[config.mk]
export PLATFORM = sky130hd
export DESIGN_NAME = video_wr_snoop
export DESIGN_NICKNAME = d
export VERILOG_FILES = /design/src/rtl/video_wr_snoop.sv
export SDC_FILE = /design/constraint.sdc
export NUM_CORES = 1
export LEC_CHECK = 0
export ABC_AREA = 1
export BUFFER_PORTS_ARGS = -buffer_cell sky130_fd_sc_hd__buf_2
export CELL_PAD_IN_SITES_DETAIL_PLACEMENT = 0
export CELL_PAD_IN_SITES_GLOBAL_PLACEMENT = 1
export CORE_MARGIN = 10
export CORE_UTILIZATION = 47
export CTS_BUF_LIST = sky130_fd_sc_hd__clkbuf_8
export DETAILED_ROUTE_END_ITERATION = 12
export PLACE_DENSITY = 0.83
export SLEW_MARGIN = 20
export SYNTH_ARGS = -nofsm -noshare
export SYNTH_HDL_FRONTEND = slang
export SYNTH_SLANG_ARGS = --single-unit
[constraint.sdc]
create_clock -name clk -period 3.2 [get_ports clk]
set_clock_uncertainty 0.1 [all_clocks]
set_input_delay 0.32 -clock clk [delete_from_list [all_inputs] [get_ports clk]]
set_output_delay 0.32 -clock clk [all_outputs]
set_load 0.005 [all_outputs]
[src/rtl/video_wr_snoop.sv]
// video_wr_snoop: snoops CPU writes that land in a 32KB screen window and
// replays them into a video line buffer through a 4-entry FIFO.
// Each replayed write shows up as a 2-clk pulse on wr followed by a 1-clk gap,
// so the downstream buffer sees exactly one rising edge of |wr per entry.
// Optional feature macro: VIDEO_SNOOP_STATS_EN adds an 8-bit saturating
// drop_count output that counts hits lost to a full FIFO.
//
// Handshake note: there is no valid/ready on the CPU side. A hit is offered
// on the cycle cpu_we is high. It is accepted when the FIFO has room, or when
// the FIFO is full and the output FSM pops an entry at that same edge.
// Otherwise the hit is dropped and overflow is set.
// On the output side, wr != 0 acts as the valid. The consumer is always ready
// and latches the write on the rising edge of |wr.
module video_wr_snoop (
  input  logic        clk,
  input  logic        reset,
  input  logic [22:0] cpu_addr,
  input  logic [15:0] cpu_data,
  input  logic        cpu_uds_n,
  input  logic        cpu_lds_n,
  input  logic        cpu_we,
  input  logic [8:0]  vram_base,
  output logic [14:0] addr,
  output logic [15:0] dataIn,
  output logic [1:0]  wr,
  output logic        busy,
  output logic        overflow
`ifdef VIDEO_SNOOP_STATS_EN
  ,
  output logic [7:0]  drop_count
`endif
);

  typedef enum logic [1:0] {
    S_IDLE   = 2'd0,
    S_ASSERT = 2'd1,
    S_GAP    = 2'd2
  } state_t;

  // FSM state, kept as a named signal so checkers can bind to it
  state_t      r_state;
  state_t      w_next;
  logic        r_phase;      // 0 = first ASSERT clk, 1 = second

  // FIFO storage: {word addr[13:0], data[15:0], uds, lds}
  logic [31:0] r_mem [4];
  logic [1:0]  r_wr_ptr;
  logic [1:0]  r_rd_ptr;
  logic [2:0]  r_count;

  // Output holding registers
  logic [13:0] r_addr;
  logic [15:0] r_data;
  logic [1:0]  r_be;
  logic        r_overflow;

  logic        w_hit;
  logic        w_pop;
  logic        w_push;
  logic        w_drop;
  logic [31:0] w_entry;
  logic [31:0] w_head;

  // cpu_addr holds byte address bits [23:1]; byte bits [23:15] sit at [22:14]
  assign w_hit   = cpu_we && (cpu_addr[22:14] == vram_base) && (!cpu_uds_n || !cpu_lds_n);
  assign w_entry = {cpu_addr[13:0], cpu_data, ~cpu_uds_n, ~cpu_lds_n};
  assign w_head  = r_mem[r_rd_ptr];

  // The FSM pops only entries already registered, so push/pop never collide at count 0.
  // GAP pops directly when work is waiting, giving one entry every 3 clk.
  assign w_pop  = ((r_state == S_IDLE) || (r_state == S_GAP)) && (r_count != 3'd0);
  assign w_push = w_hit && ((r_count != 3'd4) || w_pop);
  assign w_drop = w_hit && !w_push;

  // FSM state register and ASSERT phase tracking
  always_ff @(posedge clk) begin
    if (reset) begin
      r_state <= S_IDLE;
      r_phase <= 1'b0;
    end else begin
      r_state <= w_next;
      r_phase <= (r_state == S_ASSERT) ? ~r_phase : 1'b0;
    end
  end

  // FSM next-state logic
  always_comb begin
    w_next = r_state;
    case (r_state)
      S_IDLE:   if (w_pop) w_next = S_ASSERT;
      S_ASSERT: if (r_phase) w_next = S_GAP;
      S_GAP:    w_next = w_pop ? S_ASSERT : S_IDLE;
      default:  w_next = S_IDLE;
    endcase
  end

  // FSM outputs: enables only while asserting, busy covers queue and FSM
  always_comb begin
    wr   = 2'b00;
    busy = (r_count != 3'd0) || (r_state != S_IDLE);
    if (r_state == S_ASSERT) wr = r_be;
  end

  // FIFO storage write (data only, no reset needed)
  always_ff @(posedge clk) begin
    if (w_push) r_mem[r_wr_ptr] <= w_entry;
  end

  // FIFO pointers and occupancy
  always_ff @(posedge clk) begin
    if (reset) begin
      r_wr_ptr <= 2'd0;
      r_rd_ptr <= 2'd0;
      r_count  <= 3'd0;
    end else begin
      if (w_push) r_wr_ptr <= r_wr_ptr + 2'd1;
      if (w_pop)  r_rd_ptr <= r_rd_ptr + 2'd1;
      case ({w_push, w_pop})
        2'b10:   r_count <= r_count + 3'd1;
        2'b01:   r_count <= r_count - 3'd1;
        default: r_count <= r_count;
      endcase
    end
  end

  // Output registers load on pop and hold their value otherwise
  always_ff @(posedge clk) begin
    if (reset) begin
      r_addr <= 14'd0;
      r_data <= 16'd0;
      r_be   <= 2'b00;
    end else if (w_pop) begin
      r_addr <= w_head[31:18];
      r_data <= w_head[17:2];
      r_be   <= w_head[1:0];
    end
  end

  // Sticky overflow flag, cleared only by reset
  always_ff @(posedge clk) begin
    if (reset)       r_overflow <= 1'b0;
    else if (w_drop) r_overflow <= 1'b1;
  end

  assign addr     = {1'b0, r_addr};
  assign dataIn   = r_data;
  assign overflow = r_overflow;

`ifdef VIDEO_SNOOP_STATS_EN
  logic [7:0] r_drop_count;

  // Saturating count of dropped hits
  always_ff @(posedge clk) begin
    if (reset)                               r_drop_count <= 8'd0;
    else if (w_drop && r_drop_count != 8'hFF) r_drop_count <= r_drop_count + 8'd1;
  end

  assign drop_count = r_drop_count;
`endif

endmodule

==> metrics.cfg <==
[status]
status = finished, final reports clean

[clock_network]
cts_resized = 0
clockRootBuffer = clkbuf_8
cts_sinks = 171
clk-insertion-delay-late_ns = 0.45
clkTransAtPathRegs_ns = 0.08
cts_tree = done
numCtsBuffers = 17
cts_setup_buffers = 0
cts_buffer_depth = 2
cts_hold_buf = 29
htreeDepth = 4

[yosys]
synth-simple-area-share_pct = 11.8
seq_area_frac_synth_pct = 71.0
synth.distinct_cells = 29
synth.area.top_cells = edfxtp_1 58%, dfxtp_1 13%, nor2_1 8.4%, o21ai_0 6.3%, a31oi_1 3.0%
synth_area_per_cell_um2 = 11.3
synth_adder_area_share_pct = 1.06
synth_top_area_cell = edfxtp_1
synth_top_cell_area_share_pct = 58.0
synth_seq_cells = 171
synth_top_family_by_area = simple AND/OR/NAND/NOR gates
synthXorXnorAreaFrac_pct = 0.132
synthCells = 585
synth_nets = 643
synth.mux.area_fraction_pct = 0
yosys_warnings = 0
synth_compound_area_share_pct = 11.1
syn_area_um2 = 6620

[drt]
routed_wl_mm = 14.4
drc = 0
wl_per_cell_um = 16.2
ant_nets = 0
viasPerCell = 5.09
drtIter0Drc = 291
wl_met2_mm = 7.14
wl_met1_mm = 6.37
vias = 4534
met3_length_um = 645
top_layer = met4
dr.pass1.iters = 5

[floorplan]
initial_utilization_pct = 47.9
core-area_um2 = 13800
std_cell_rows = 43
dieWidth_um = 139
die-height_um = 139
num_io_pins = 88
dieArea_um2 = 19200

[critical_path]
cpLargestDelayFamily = simple AND/OR/NAND/NOR gates
crit_fanout = 18
cp-start-kind = register
crit_type = register to register
cp_num_buf_inv = 1
worstPathRequired_ns = 3.23
slowest_stage = nor2_4
path_cells = nor2_1, nand3_1, nand2_2, nor2_4, buf_4
max_stage_delay_ns = 0.42
end_kind = register
cp_data_arrival_time_ns = 2.09

[cells_and_area]
fillers = 1159
final_nets = 755
area_growth_pct = 20.2
drive_gt1_share_pct = 19.7
antenna-diode-count = 0

[placement]
hpwl_mm = 8.54
port_buffers = 86
gp_congestion = 0.786
place_ws_ns = 0.733

[sta]
finalCritPeriodShare_pct = 64.5
setup_ws_ns = 1.14
worst_pin_slew_ns = 1.02
max_slew_margin_pct = 31.7
timing.setup.tns_ns = 0
hold_viol = 0
finalHoldWorstSlack_ns = 0.0210
rsz0062_at_grt = false
setup_viol = 0
finalMaxSlewViolations = 0
max_freq_ghz = 0.485
finalCriticalPeriod_ns = 2.06

[power]
powerDensity_nw_per_um2 = 751
p_leak_nw = 3.07
irDropWorstVdd_mv = 0.455

[grt]
antenna_found_initial = 0
grt_pass1_wl_mm = 23.2
grt_max_degree = 67
grtUsageTotal_pct = 14.7
gr-total-overflow = 0
grt_pass1_vias = 4521

[flow_run]
cap_violations = 0

[hold_path]
worstHoldPathType = input port to register

## Yosys cell counts
library cell  number
nand2_2            4
a31oi_1           32
o21ai_1           15
buf_6              2
nand2_1           36
o21ai_0           83
xnor2_1            1
fa_1               1
clkbuf_2           3
clkbuf_1          11
nand4_1            2
edfxtp_1         128
conb_1             1
nor3_1             2
nand3_2            1
buf_2              8
nand3_1            3
nor2_1           149
a21oi_1            5
and3_1             1
inv_2              2
buf_4              8
ha_1               4
o21bai_1           1
inv_1             36
dfxtp_1           43
buf_1              1
nor2_2             1
a21oi_2            1
## where the power goes
| group | internal (W) | leakage, nW | switching, W |
|---|---|---|---|
| sequential | 0.00261 | 1.51 | 0.000122 |
| combinational | 0.000542 | 1.33 | 0.00104 |
| clock | 0.000941 | 0.231 | 0.000732 |
## layer usage
layer  up-vias  global-route usage, %
met1      2170                   17.4
met2       111                   25.3
met3        15                   3.32
met4         0                   5.77
li1       2238                      -
met5         -                      0
## layout make-up
class	instances	area (µm²)	area share, %
Inverter	38	143	1.79
Clock buffer	18	248	3.11
Clock inverter	14	200	2.51
Sequential cell	171	4710	59.1
Timing Repair Buffer	126	816	10.2
Multi-Input combinational cell	343	1620	20.4
Tap cell	180	225	2.83
## sequential cells by signal (all words and copies together), names as in the netlist
name,cells
dataIn,16
overflow,1
r_addr,14
r_mem,128
r_phase,1
r_be,2
r_rd_ptr,2
r_wr_ptr,2
r_count,3
r_state,2
## worst paths after layout
| path | from | to | slack, ns | depth (start not counted) |
|---|---|---|---|---|
| setup / recovery | r_count[0] | r_mem[1][28] | 1.14 | 5 |
| hold reg to reg | r_phase | r_phase | 0.34 | 1 |
| setup reg to reg | r_count[0] | r_mem[1][28] | 1.14 | 5 |
| hold / removal | cpu_addr[7] | r_mem[0][25] | 0.02 | 1 |
## through the flow
| step | cells | area, µm² | total power [W] | utilization (%) |
|---|---|---|---|---|
| after detailed placement | 829 | 7220 | 0.00434 | 52.2 |
| final | 890 | 7960 | 0.00598 | 57.6 |
| after global placement | 829 | 7220 | 0.00430 | 52.2 |
| after CTS | 890 | 7960 | 0.00603 | 57.6 |
| after floorplan | 585 | 6620 | 0.00387 | - |
| after global routing | 890 | 7960 | 0.00636 | 57.6 |
## cells by family (layout without fill, tap and decap cells)
kind of cell	Yosys count	in the layout
other	1	1
XOR/XNOR	1	1
adder cells (fa/ha/maj)	5	5
AO/OA/AOI/OAI	137	137
buffers and inverters	71	196
AND/OR/NAND/NOR	199	199
flip-flops	171	171
## cell usage in the layout (no fill, tap or decap), types with 3 or more instances in the layout
| cell | n |
|---|---|
| a21oi_1 | 5 |
| a31oi_1 | 32 |
| buf_2 | 86 |
| buf_4 | 10 |
| bufinv_16 | 5 |
| clkbuf_8 | 18 |
| dfxtp_1 | 41 |
| dlygate4sd3_1 | 29 |
| edfxtp_1 | 128 |
| ha_1 | 4 |
| inv_1 | 38 |
| nand2_1 | 36 |
| nand2_2 | 4 |
| nand3_1 | 3 |
| nor2_1 | 145 |
| nor2_4 | 4 |
| o21ai_0 | 83 |
| o21ai_1 | 15 |
(Power assumes the default switching activity.)
